===== src/rtl/switch_debouncer_if.sv =====
// rtl/switch_debouncer_if.sv - switch pins in, debounced level and edge pulses out
interface switch_debouncer_if #(
  parameter int WIDTH = 8
);
  logic [WIDTH-1:0] sw_in;
  logic [WIDTH-1:0] sw_stable;
  logic [WIDTH-1:0] sw_rise;
  logic [WIDTH-1:0] sw_fall;
  logic             changed;

  // master drives the raw pins, slave is the debouncer
  modport master (
    output sw_in,
    input  sw_stable,
    input  sw_rise,
    input  sw_fall,
    input  changed
  );

  modport slave (
    input  sw_in,
    output sw_stable,
    output sw_rise,
    output sw_fall,
    output changed
  );
endinterface


===== src/rtl/switch_debouncer.sv =====
// rtl/switch_debouncer.sv - per-bit 2-FF synchronizer plus persistence counter debouncer
module switch_debouncer #(
  parameter int WIDTH           = 8,
  parameter int DEBOUNCE_CYCLES = 500000
) (
  input logic               clk,
  input logic               rst,
  switch_debouncer_if.slave bus
);
  localparam int CNT_W = $clog2(DEBOUNCE_CYCLES + 1);
  localparam logic [CNT_W-1:0] CNT_MAX = CNT_W'(DEBOUNCE_CYCLES - 1);

  logic [WIDTH-1:0] sync1_q;
  logic [WIDTH-1:0] sync2_q;
  logic [WIDTH-1:0] sw_stable_q, sw_stable_d;
  logic [WIDTH-1:0] sw_rise_q, sw_rise_d;
  logic [WIDTH-1:0] sw_fall_q, sw_fall_d;
  logic             changed_q, changed_d;
  logic [CNT_W-1:0] cnt_q [WIDTH];
  logic [CNT_W-1:0] cnt_d [WIDTH];

  // A bit is settling while its synchronized level disagrees with the accepted one;
  // any return to agreement throws the partial count away.
  always_comb begin
    sw_stable_d = sw_stable_q;
    sw_rise_d   = '0;
    sw_fall_d   = '0;
    for (int i = 0; i < WIDTH; i++) begin
      cnt_d[i] = cnt_q[i];
      if (sync2_q[i] == sw_stable_q[i]) begin
        cnt_d[i] = '0;
      end else if (cnt_q[i] == CNT_MAX) begin
        sw_stable_d[i] = sync2_q[i];
        sw_rise_d[i]   = sync2_q[i];
        sw_fall_d[i]   = ~sync2_q[i];
        cnt_d[i]       = '0;
      end else begin
        cnt_d[i] = cnt_q[i] + CNT_W'(1);
      end
    end
    changed_d = |(sw_rise_d | sw_fall_d);
  end

  always_ff @(posedge clk) begin
    if (rst) begin
      sync1_q     <= '0;
      sync2_q     <= '0;
      sw_stable_q <= '0;
      sw_rise_q   <= '0;
      sw_fall_q   <= '0;
      changed_q   <= 1'b0;
      for (int i = 0; i < WIDTH; i++) begin
        cnt_q[i] <= '0;
      end
    end else begin
      sync1_q     <= bus.sw_in;
      sync2_q     <= sync1_q;
      sw_stable_q <= sw_stable_d;
      sw_rise_q   <= sw_rise_d;
      sw_fall_q   <= sw_fall_d;
      changed_q   <= changed_d;
      for (int i = 0; i < WIDTH; i++) begin
        cnt_q[i] <= cnt_d[i];
      end
    end
  end

  assign bus.sw_stable = sw_stable_q;
  assign bus.sw_rise   = sw_rise_q;
  assign bus.sw_fall   = sw_fall_q;
  assign bus.changed   = changed_q;
endmodule

===== src/flat_wrapper.sv =====
// flat-port wrapper written by rule: the top's interface ports become plain ports
module switch_debouncer_flat 
#(
  parameter int WIDTH           = 8,
  parameter int DEBOUNCE_CYCLES = 500000
)
  (clk, rst, bus_sw_in, bus_sw_stable, bus_sw_rise, bus_sw_fall, bus_changed);
  switch_debouncer_if #(.WIDTH(WIDTH)) bus_i ();
  input logic clk;
  input logic rst;
  input wire logic [$bits(bus_i.sw_in)-1:0] bus_sw_in;
  output wire logic [$bits(bus_i.sw_stable)-1:0] bus_sw_stable;
  output wire logic [$bits(bus_i.sw_rise)-1:0] bus_sw_rise;
  output wire logic [$bits(bus_i.sw_fall)-1:0] bus_sw_fall;
  output wire logic [$bits(bus_i.changed)-1:0] bus_changed;
  assign bus_i.sw_in = bus_sw_in;
  assign bus_sw_stable = bus_i.sw_stable;
  assign bus_sw_rise = bus_i.sw_rise;
  assign bus_sw_fall = bus_i.sw_fall;
  assign bus_changed = bus_i.changed;
  switch_debouncer #(.WIDTH(WIDTH), .DEBOUNCE_CYCLES(DEBOUNCE_CYCLES)) u_core (.clk(clk), .rst(rst), .bus(bus_i));
endmodule

===== config.mk =====
export PLATFORM = sky130hd
export DESIGN_NAME = switch_debouncer_flat
export DESIGN_NICKNAME = d
export VERILOG_FILES = /design/src/rtl/switch_debouncer_if.sv /design/src/rtl/switch_debouncer.sv /design/src/flat_wrapper.sv
export SDC_FILE = /design/constraint.sdc
export NUM_CORES = 1
export LEC_CHECK = 0
export ABC_CLOCK_PERIOD_IN_PS = 2900
export CAP_MARGIN = 20
export CORE_ASPECT_RATIO = 1.4
export CORE_MARGIN = 4
export CORE_UTILIZATION = 36
export CTS_CLUSTER_SIZE = 28
export DETAILED_ROUTE_END_ITERATION = 7
export MAX_ROUTING_LAYER = met4
export PLACE_DENSITY_LB_ADDON = 0.05
export SLEW_MARGIN = 20
export SYNTH_ARGS = -nofsm -noshare
export SYNTH_HDL_FRONTEND = slang
export SYNTH_SLANG_ARGS = --single-unit

===== constraint.sdc =====
create_clock -name clk -period 2.9 [get_ports clk]
set_input_delay 0.58 -clock clk [delete_from_list [all_inputs] [get_ports clk]]
set_output_delay 0.58 -clock clk [all_outputs]
set_load 0.01 [all_outputs]

[Word-level counts from Yosys, hierarchy flattened]
Memories as Yosys holds them, arrays and structs flattened.
Index checks and enable logic that the tools add are counted.
Operators by class
  add/subtract/negate cells: 8
  equal/unequal tests: 16
  muxes and demuxes: 59
  bitwise gates (word level): 25
  reductions and logical operators: 9
Operators with widths (count)
  $mux 19: 24
  $add 19x1->19 const B: 8
  $eq 19x19->1 const B: 8
  $mux 1: 35
  $not 1->1: 16
  $reduce_and 2->1: 8
  $eq 1x1->1: 8
  $or 1x1->1: 8
  $or 8x8->8: 1
  $reduce_or 8->1: 1
Word-level totals
  register bits after elaboration: 41
  RAM bits: 152
  output and inout bits: 25
  memories kept: 1
Memory list
  u_core.cnt_q: depth 8, bits a word 19, rd ports 8, clocked after memory_dff 0, write ports 8, RTL line switch_debouncer.sv:19  | logic [CNT_W-1:0] cnt_q [WIDTH];

[Depth between registers and ports, before layout]
  depth after elaboration: 5
  mapped depth: 7
  depth with buffers taken out: 5

[Least setup slack after synthesis]
No wires, ideal clock.
  path kind: register to register
  from: memory u_core.cnt_q[0][64] (netlist bit)
  to: memory u_core.cnt_q[0][62] (netlist bit)
  library setup time: 0.115 ns
  arrival: 1.878 ns
  slack: 0.908 ns
  cell stages (with the launch flop): 6
  period minus slack after synthesis: 1.992 ns
  cell sequence: dfxtp_1 > or4b_1 > or4_4 > o21ai_4 > buf_4 > nor2_1
RTL lines (RTL line)
  from (decl): switch_debouncer.sv:19

==> metrics.cfg <==
[worst_hold_path]
min_path_type = register to register
hold_depth = 1
hold_start = u_core.sync1_q[3]$_SDFF_PP0_
worstHoldEndpoint = u_core.sync2_q[3]$_SDFF_PP0_

[global_routing]
grt_pass1_wl_mm = 30.1
grt_max_degree = 25
track_usage_pct = 14.6
antenna_found_initial = 0
overflow = 0
grt_pass1_vias = 6362

[drt]
viasPerCell = 5.06
drt_iter0_drc = 225
remaining_drc_errors = 0
wl_per_cell_um = 13.4
postRouteAntennaNets = 0
wl_mm = 17.2
via_count = 6491
first_pass_iters = 4

[floorplanning]
fp.coreArea_um2 = 22700
fp.dieW_um = 137
start_util_pct = 36.8
die_area_um2 = 25700
die_h_um = 188
rows = 65
io_pins = 35

[setup_path]
path_buf_inv = 0
critPathMaxFanout = 19
critPathTopFamily = simple AND/OR/NAND/NOR gates
reg2reg_depth = 4
worst_setup_path_end_kind = register
path_cells = or4b_1 > or4_4 > o21ai_4 > o21ba_2
cpMaxStageDelayCell = or4b_1
critPathLaunchType = register
worstReg2RegEnd = u_core.cnt_q[0][18]$_SDFF_PP0_
crit-reg2reg-launch = u_core.cnt_q[0][7]$_SDFF_PP0_
crit_arrival_ns = 2.63
crit_required_ns = 3.24
reg2reg_slack_ns = 0.61
max_stage_delay_ns = 0.60
crit_type = register to register

[clock_tree]
cts_sinks = 193
clk_path_buf_depth = 2
root_buffer = clkbuf_16
cts_resized = 0
cts_tree = yes
cts_buffers = 17
postCtsHoldBufs = 0
htreeDepth = 4
insertion_delay_ns = 0.44
cts_setup_buffers = 0
path_clk_slew_ns = 0.08

[sta]
final_hold_viol_count = 0
finalHoldWorstSlack_ns = 0.440
rsz0062_at_grt = no
maxSlewHeadroom_pct = 59.4
clock_skew_ns = 0.00869
slew_viol_final = 0
tightest_slew_ns = 0.604
timing.final.crit_share_pct = 78.9
fin_crit_ns = 2.29
setup_tns_ns = 0
max_freq_mhz = 437
setup_viol = 0

[job]
drv_cap = 0

[yosys]
ys_warn_count = 0
synthSimpleGateAreaFrac_pct = 31.2
ys_seq_area_share_pct = 46.2
ys_ff_latch = 193
syn_inst = 938
synth_xor_area_share_pct = 10.4
syn_area_per_cell_um2 = 8.91
synth_edf_count = 0
synth_compound_area_share_pct = 8.50
synthDistinctLibCells = 50
synth_fp_nets = 956
synth-adder-area-share_pct = 1.20
synth_top_family_by_area = simple AND/OR/NAND/NOR gates
synth_mux_area_share_pct = 0
synth_area_um2 = 8360
async_reset_ff_share_pct = 0
ys.flop_type = dfxtp_1

[power]
power_density_nw_per_um2 = 532
p_sw_share_pct = 23.2
internal-power_w = 0.00392
ir_drop_mv = 0.457
leakage_nw = 2.79
p_clk_share_pct = 46.5
comb_power_share_pct = 1.3
seqPwrFrac_pct = 52.2
p_switching_w = 0.00119

[placement]
portBuffers = 34
gp_congestion = 0.757
hpwlAfterDp_mm = 12.1

[final_layout]
layout_common_cells = dfxtp_1 (193), nor2_1 (118), nand3_1 (60)
mostFrequentLayoutCell = dfxtp_1
antenna_cells = 0
nets = 987
synthToLayoutAreaGrowth_pct = 14.9
layout-drive-gt1-share_pct = 5.70

[status]
outcome = finished clean

## cells in the mapped netlist (3+ instances only)
cell type | n | area [um^2]
or2_2 | 4 | 25.0
nor2b_1 | 19 | 119
inv_1 | 21 | 78.8
o21ai_1 | 4 | 20.0
nand2_1 | 50 | 188
nand2b_1 | 4 | 25.0
ha_1 | 8 | 100
xor2_1 | 43 | 377
o31ai_1 | 16 | 120
or4_1 | 21 | 158
dfxtp_1 | 193 | 3860
o32a_1 | 3 | 30.0
and2_1 | 9 | 56.3
and4_1 | 16 | 140
or4b_1 | 6 | 60.1
nor4b_1 | 15 | 131
or4_4 | 3 | 33.8
nor4_1 | 24 | 150
and3_1 | 15 | 93.8
or3_1 | 37 | 231
nand4_1 | 38 | 238
a21oi_1 | 51 | 255
clkbuf_1 | 24 | 90.1
nand3_1 | 60 | 300
nor3_1 | 14 | 70.1
nor2_1 | 118 | 443
xnor2_1 | 56 | 490
o21ai_0 | 34 | 170
## kinds of logic after synthesis
kind of cell             count (synthesis)
flip-flops                             193
buffers and inverters                   50
XOR/XNOR                                99
adder cells (fa/ha/maj)                  8
AO/OA/AOI/OAI                          119
AND/OR/NAND/NOR                        469
## worst max-delay path by stage
| stage | start | end | slack (ns) | depth (start not counted) |
|---|---|---|---|---|
| 2_1_floorplan | u_core.cnt_q[0][64]$_SDFF_PP0_ | u_core.cnt_q[0][62]$_SDFF_PP0_ | 0.91 | 5 |
| 3_3_place_gp | u_core.cnt_q[0][7]$_SDFF_PP0_ | u_core.cnt_q[0][18]$_SDFF_PP0_ | 0.66 | 4 |
| 3_5_place_dp | u_core.cnt_q[0][7]$_SDFF_PP0_ | u_core.cnt_q[0][18]$_SDFF_PP0_ | 0.62 | 4 |
| 4_1_cts | u_core.cnt_q[0][7]$_SDFF_PP0_ | u_core.cnt_q[0][18]$_SDFF_PP0_ | 0.61 | 4 |
| 5_1_grt | u_core.cnt_q[0][7]$_SDFF_PP0_ | u_core.cnt_q[0][18]$_SDFF_PP0_ | 0.53 | 4 |
| 6_report | u_core.cnt_q[0][7]$_SDFF_PP0_ | u_core.cnt_q[0][18]$_SDFF_PP0_ | 0.61 | 4 |
## area by class of cell
cell class | instances | area (um^2)
clock buffers | 18 | 429
flip-flops and latches | 193 | 3860
inverters | 21 | 78.8
repair buffers | 41 | 400
well taps | 301 | 377
fillers | 2241 | 13100
clock inverters | 14 | 166
multi-input cells | 695 | 4290
## flip-flops by register name, summed over array words and instances, names as in the netlist
name and count:
u_core.bus.changed 1, u_core.bus.sw_fall 8, u_core.bus.sw_rise 8, u_core.bus.sw_stable 8, u_core.cnt_q 152, u_core.sync1_q 8, u_core.sync2_q 8
## stage by stage
stage	instances	util, %	area (um^2)	total power, W	setup slack (ns)
after floorplan	938	-	8360	0.00277	0.908
after global placement	1251	39.7	9010	0.00280	0.656
after detailed placement	1251	39.7	9010	0.00280	0.622
after CTS	1283	42.3	9600	0.00521	0.614
after global routing	1283	42.3	9600	0.00534	0.525
final	1283	42.3	9600	0.00511	0.613
## power by group through the flow
stage / clock network (W) / registers, W / logic (W)
4_1_cts: 0.00248 / 0.00267 / 0.0000668
3_5_place_dp: 0 / 0.00273 / 0.0000666
2_1_floorplan: 0 / 0.00273 / 0.0000406
5_1_grt: 0.00259 / 0.00267 / 0.0000732
6_report: 0.00238 / 0.00267 / 0.0000652
3_3_place_gp: 0 / 0.00273 / 0.0000672
## layer usage
layer	part of all wire, %	GRT usage [%]	up-vias
met4	1.8	5.59	0
met3	2.6	2.72	17
li1	-	-	3436
met5	0	-	-
met2	48	24.1	58
met1	47	17.5	2980
Power figures use the tool's default switching activity.
==> RTL edit 1 (config.mk and constraints unchanged) <==
`WIDTH` is set to 8 in 3 places; all go to 32.
--- a/src/rtl/switch_debouncer_if.sv
+++ b/src/rtl/switch_debouncer_if.sv
@@ -1,5 +1,5 @@
 // rtl/switch_debouncer_if.sv - switch pins in, debounced level and edge pulses out
 interface switch_debouncer_if #(
-  parameter int WIDTH = 8
+  parameter int WIDTH = 32
 );
   logic [WIDTH-1:0] sw_in;
--- a/src/rtl/switch_debouncer.sv
+++ b/src/rtl/switch_debouncer.sv
@@ -1,5 +1,5 @@
 // rtl/switch_debouncer.sv - per-bit 2-FF synchronizer plus persistence counter debouncer
 module switch_debouncer #(
-  parameter int WIDTH           = 8,
+  parameter int WIDTH           = 32,
   parameter int DEBOUNCE_CYCLES = 500000
 ) (
--- a/src/flat_wrapper.sv
+++ b/src/flat_wrapper.sv
@@ -2,5 +2,5 @@
 module switch_debouncer_flat 
 #(
-  parameter int WIDTH           = 8,
+  parameter int WIDTH           = 32,
   parameter int DEBOUNCE_CYCLES = 500000
 )
Interface: changed (resized bus_sw_fall, bus_sw_in, bus_sw_rise and bus_sw_stable); port bits go from 35 to 131. No check against the original RTL was run, so the function may have changed too.
==> RTL edit 1 against the unedited design <==
  * Power rose to 4.3 times the old value
  * Routed wire length rose to 3.9 times the old value
  * Setup slack got worse by 100 ps
  * Sequential cell count increased by 576
  * Clock skew rose by 14 ps
  * Critical endpoint is now u_core.bus.changed
  * Critical path depth rose by 2
  * Design area grew to 3.9 times the old value
  * Area after synthesis grew to 3.8 times the old value
==> RTL edit 1: results (changes against the unedited design) <==
\begin{tabular}{lr}
\hline
Metric & Value \\
\hline
\multicolumn{2}{l}{\textbf{Clock network}} \\
Number of buffers added by the clock tree synthesis step & 81 (was 17) \\
H-tree depth reported by CTS & 3 (was 4) \\
Clk pin slew, worst setup/hold paths & 60 ps (was 80 ps) \\
\multicolumn{2}{l}{\textbf{Placement}} \\
Total placed instance area & 34300 um\^{}2 (was 9010 um\^{}2) \\
Routability Congestion & 0.798 (was 0.757) \\
Port-buffer cells & 130 (was 34) \\
Final HPWL from detailed placement & 47600 um (was 12100 um) \\
\multicolumn{2}{l}{\textbf{Critical path}} \\
Crit path launch & u\_core.cnt\_q[0][335] (was u\_core.cnt\_q[0][7]) \\
Number of cells on the worst reg-to-reg path & 6 (was 4) \\
Master of the slowest instance on the critical path & or4\_1 (was or4b\_1) \\
FF-to-FF setup slack & 510 ps (was 610 ps) \\
\multicolumn{2}{l}{\textbf{Power}} \\
Standby leakage power & 11.7 nW (was 2.79 nW) \\
Max rail drop VDD & 0.402 mV (was 0.457 mV) \\
\multicolumn{2}{l}{\textbf{Global routing}} \\
Pin count of the biggest net entering global routing & 47 (was 25) \\
Via count of the first global-routing pass & 23700 (was 6362) \\
Wire length of the first global-routing pass & 115000 um (was 30100 um) \\
\multicolumn{2}{l}{\textbf{Drt}} \\
Avg Vias per Cell & 4.81 (was 5.06) \\
Iteration-0 DRC Markers & 952 (was 225) \\
Pre-antenna DRT Iters & 5 (was 4) \\
\multicolumn{2}{l}{\textbf{Synth}} \\
Top cells by area in the synthesized netlist & dfxtp\_1 (48\%), nor2\_1 (9.2\%), xnor2\_1 (9.1\%) (was dfxtp\_1 (46\%), xnor2\_1 (5.9\%), nor2\_1 (5.3\%)) \\
Seq/Total Area, Yosys & 0.484 (was 0.462) \\
Post-Synth Adder-Cell Area & 0.0126 (was 0.0120) \\
Number of unique standard cell types used by synthesis & 46 (was 50) \\
\multicolumn{2}{l}{\textbf{Finish}} \\
Max reg flops & 608 (was 152) \\
Proportion of layout cells with a drive suffix above 1 & 0.0510 (was 0.0570) \\
\multicolumn{2}{l}{\textbf{Timing}} \\
Post-route minimum period & 2390 ps (was 2290 ps) \\
Slew @ Worst Pin & 890 ps (was 604 ps) \\
\multicolumn{2}{l}{\textbf{Hold path}} \\
Path type of the worst min-delay path & in -> reg (was reg -> reg) \\
\multicolumn{2}{l}{\textbf{Run status}} \\
Status & finished, final reports clean (unchanged) \\
\hline
\end{tabular}
-- RTL edit 1: cell families after synthesis --
group	count (synthesis)
and+or+nand+nor	1911
DFF	769
xor gates and xnor gates	576
buffers and inverters	175
AOI/OAI and AO/OA	33
adders and majority gates	32
muxes	24
-- RTL edit 1: worst min-delay path by stage --
stage / startpoint / end / slack (ps) / cells past startpoint
6_report: rst / u_core.sync1_q[21] / 360 / 2
5_1_grt: rst / u_core.sync2_q[27] / 350 / 2
4_1_cts: rst / u_core.bus.sw_stable[27] / 310 / 2
3_5_place_dp: u_core.sync1_q[10] / u_core.sync2_q[10] / 430 / 1
3_3_place_gp: u_core.sync1_q[29] / u_core.sync2_q[29] / 420 / 1
2_1_floorplan: u_core.cnt_q[0][380] / u_core.cnt_q[0][380] / 410 / 1
-- RTL edit 1: area by class of cell --
cell class	count	area, um^2
Multi-Input combinational cell	2576	15700
Timing Repair Buffer	143	1440
Inverter	72	270
Tap cell	1170	1460
Fill cell	8508	50200
Clock buffer	112	2360
Sequential cell	769	15400
Clock inverter	37	472
-- RTL edit 1: routing by layer --
metal / part of all wire / vias up / GRT usage
met5: 0 / - / -
met3: 0.036 / 91 / 0.0277
met4: 0.022 / 0 / 0.0438
li1: - / 12100 / -
met2: 0.49 / 255 / 0.254
met1: 0.45 / 11100 / 0.176
-- RTL edit 1: through the flow --
stage	total power [mW]	utilization
CTS	22.3	0.425
floorplan	11.0	-
detailed placement	11.2	0.392
finish	21.9	0.425
global route	22.8	0.425
global placement	11.1	0.392
-- RTL edit 1: power by group --
group	switching [mW]	leakage [nW]	total (mW)	internal (mW)
registers	0.0420	6.21	10.7	10.6
logic	0.150	4.07	0.252	0.101
clock network	4.36	1.38	11.0	6.59
total	4.56	11.7	21.9	17.3
==> RTL edit 2 (config.mk and constraints unchanged) <==
Made on the original files. Make the reset (`rst`) asynchronous in one clocked block.
--- a/src/rtl/switch_debouncer.sv
+++ b/src/rtl/switch_debouncer.sv
@@ -42,5 +42,5 @@
   end
 
-  always_ff @(posedge clk) begin
+  always_ff @(posedge clk or posedge rst) begin
     if (rst) begin
       sync1_q     <= '0;
Behaviour: same outputs for any inputs over 10 cycles, from zero or initial values and one cycle with rst high; that may be too few to reach the edited logic, so the function may still have changed.
==> RTL edit 2 against the unedited design <==
  * Clock skew down 2.5 ps
  * Area after synthesis grew 4.2%
  * Sequential cell count unchanged
  * Routed wire length is 1.5% lower
  * Final cell count down 6.5%
  * Global-route usage decreased by 0.77 points
  * Setup slack better by 210 ps
  * Sequential share of layout area rose by 7.7 points
  * Hold slack worse by 87 ps
  * Critical path depth up 2
  * Design area is 4.9% higher
Power is not compared: it rests on default switching activity, and its combinational part moved more than twofold at a synthesized area within 25%.
==> RTL edit 2: results (changes against the unedited design) <==
\begin{tabular}{lr}
\hline
Metric & Value \\
\hline
\multicolumn{2}{l}{\textbf{Synth}} \\
XOR/XNOR share of the synthesized area & 0.142 (was 0.104) \\
Share of flip-flops with an asynchronous set or reset after synthesis & 1.00 (was 0) \\
Most frequent cells after synthesis & dfrtp\_1 (193), nor2\_1 (180), xor2\_1 (79) (was dfxtp\_1 (193), nor2\_1 (118), nand3\_1 (60)) \\
Number of nets in the synthesized netlist & 850 (was 956) \\
Post-Synth Adder-Cell Area & 0.0115 (was 0.0120) \\
Gate Count Post-Synth & 832 (was 938) \\
Number of unique standard cell types used by synthesis & 41 (was 50) \\
Post-synthesis compound-gate area fraction & 0.00359 (was 0.0850) \\
Seq/Total Area, Yosys & 0.555 (was 0.462) \\
Share of cell area taken by muxes after synthesis & 0.00905 (was 0) \\
\multicolumn{2}{l}{\textbf{Finish}} \\
Number of nets in the final layout & 895 (was 987) \\
Proportion of layout cells with a drive suffix above 1 & 0.0619 (was 0.0570) \\
\multicolumn{2}{l}{\textbf{Global routing}} \\
Met3 GRT Util & 0.0289 (was 0.0272) \\
Met2 track demand over resource in global routing & 0.228 (was 0.241) \\
GR Util met1 & 0.168 (was 0.175) \\
Via count of the first global-routing pass & 6209 (was 6362) \\
Wire length of the first global-routing pass & 29600 um (was 30100 um) \\
Pin count of the biggest net entering global routing & 80 (was 25) \\
\multicolumn{2}{l}{\textbf{Drt}} \\
Via Count & 5949 (was 6491) \\
Iteration-0 DRC Markers & 284 (was 225) \\
Length of routed met2 wiring & 8510 um (was 8330 um) \\
Metal-1 WL & 7650 um (was 8140 um) \\
WL met3 & 425 um (was 453 um) \\
\multicolumn{2}{l}{\textbf{Critical path}} \\
Worst path max stage delay & 550 ps (was 600 ps) \\
Master of the slowest instance on the critical path & nand2\_1 (was or4b\_1) \\
Data arrival at the endpoint of the critical path & 2360 ps (was 2630 ps) \\
Worst reg2reg startpoint & u\_core.cnt\_q[0] (was u\_core.cnt\_q[0][7]) \\
FF-to-FF setup slack & 820 ps (was 610 ps) \\
Number of cells on the worst reg-to-reg path & 6 (was 4) \\
\multicolumn{2}{l}{\textbf{Timing}} \\
WHS & 353 ps (was 440 ps) \\
Slew @ Worst Pin & 715 ps (was 604 ps) \\
Clock Skews & 6.21 ps (was 8.69 ps) \\
\multicolumn{2}{l}{\textbf{Clock network}} \\
Latest clock arrival within the worst-skew pair & 420 ps (was 440 ps) \\
Number of buffers added by the clock tree synthesis step & 17 (unchanged) \\
\multicolumn{2}{l}{\textbf{Placement}} \\
Routability Congestion & 0.809 (was 0.757) \\
Worst-case setup slack after placement & 794 ps (was 622 ps) \\
Final HPWL from detailed placement & 11700 um (was 12100 um) \\
Number of placed cells counting well taps & 1168 (was 1251) \\
\multicolumn{2}{l}{\textbf{Hold path}} \\
Worst hold path endpoint & u\_core.sync2\_q[1] (was u\_core.sync2\_q[3]) \\
Hold Startpoint & u\_core.sync1\_q[1] (was u\_core.sync1\_q[3]) \\
Hold depth & 0 (was 1) \\
\multicolumn{2}{l}{\textbf{Run status}} \\
Status & finished, final reports clean (unchanged) \\
\hline
\end{tabular}
RTL edit 2: layout make-up:
class,count,area (um^2)
Fill cell,2323,13800
Sequential cell,193,4830
Multi-Input combinational cell,615,3740
Clock buffer,18,439
Timing Repair Buffer,37,388
Tap cell,310,388
Clock inverter,13,231
Inverter,13,52.6
RTL edit 2: worst max-delay path by stage:
stage	start	end	slack, ps	cells after the start
after floorplan	rst	u_core.bus.changed	-170	1
after global placement	u_core.cnt_q[0]	u_core.cnt_q[2]	840	6
after detailed placement	u_core.cnt_q[0]	u_core.cnt_q[6]	790	6
after CTS	u_core.cnt_q[0]	u_core.cnt_q[5]	770	6
after global routing	u_core.cnt_q[0]	u_core.cnt_q[5]	620	6
final	u_core.cnt_q[0]	u_core.cnt_q[6]	820	6
RTL edit 2: power breakdown:
| group | total, mW | internal [mW] | switching (mW) |
|---|---|---|---|
| clock network | 2.67 | 1.64 | 1.03 |
| logic | 0.160 | 0.0500 | 0.110 |
| registers | 2.77 | 2.73 | 0.0364 |
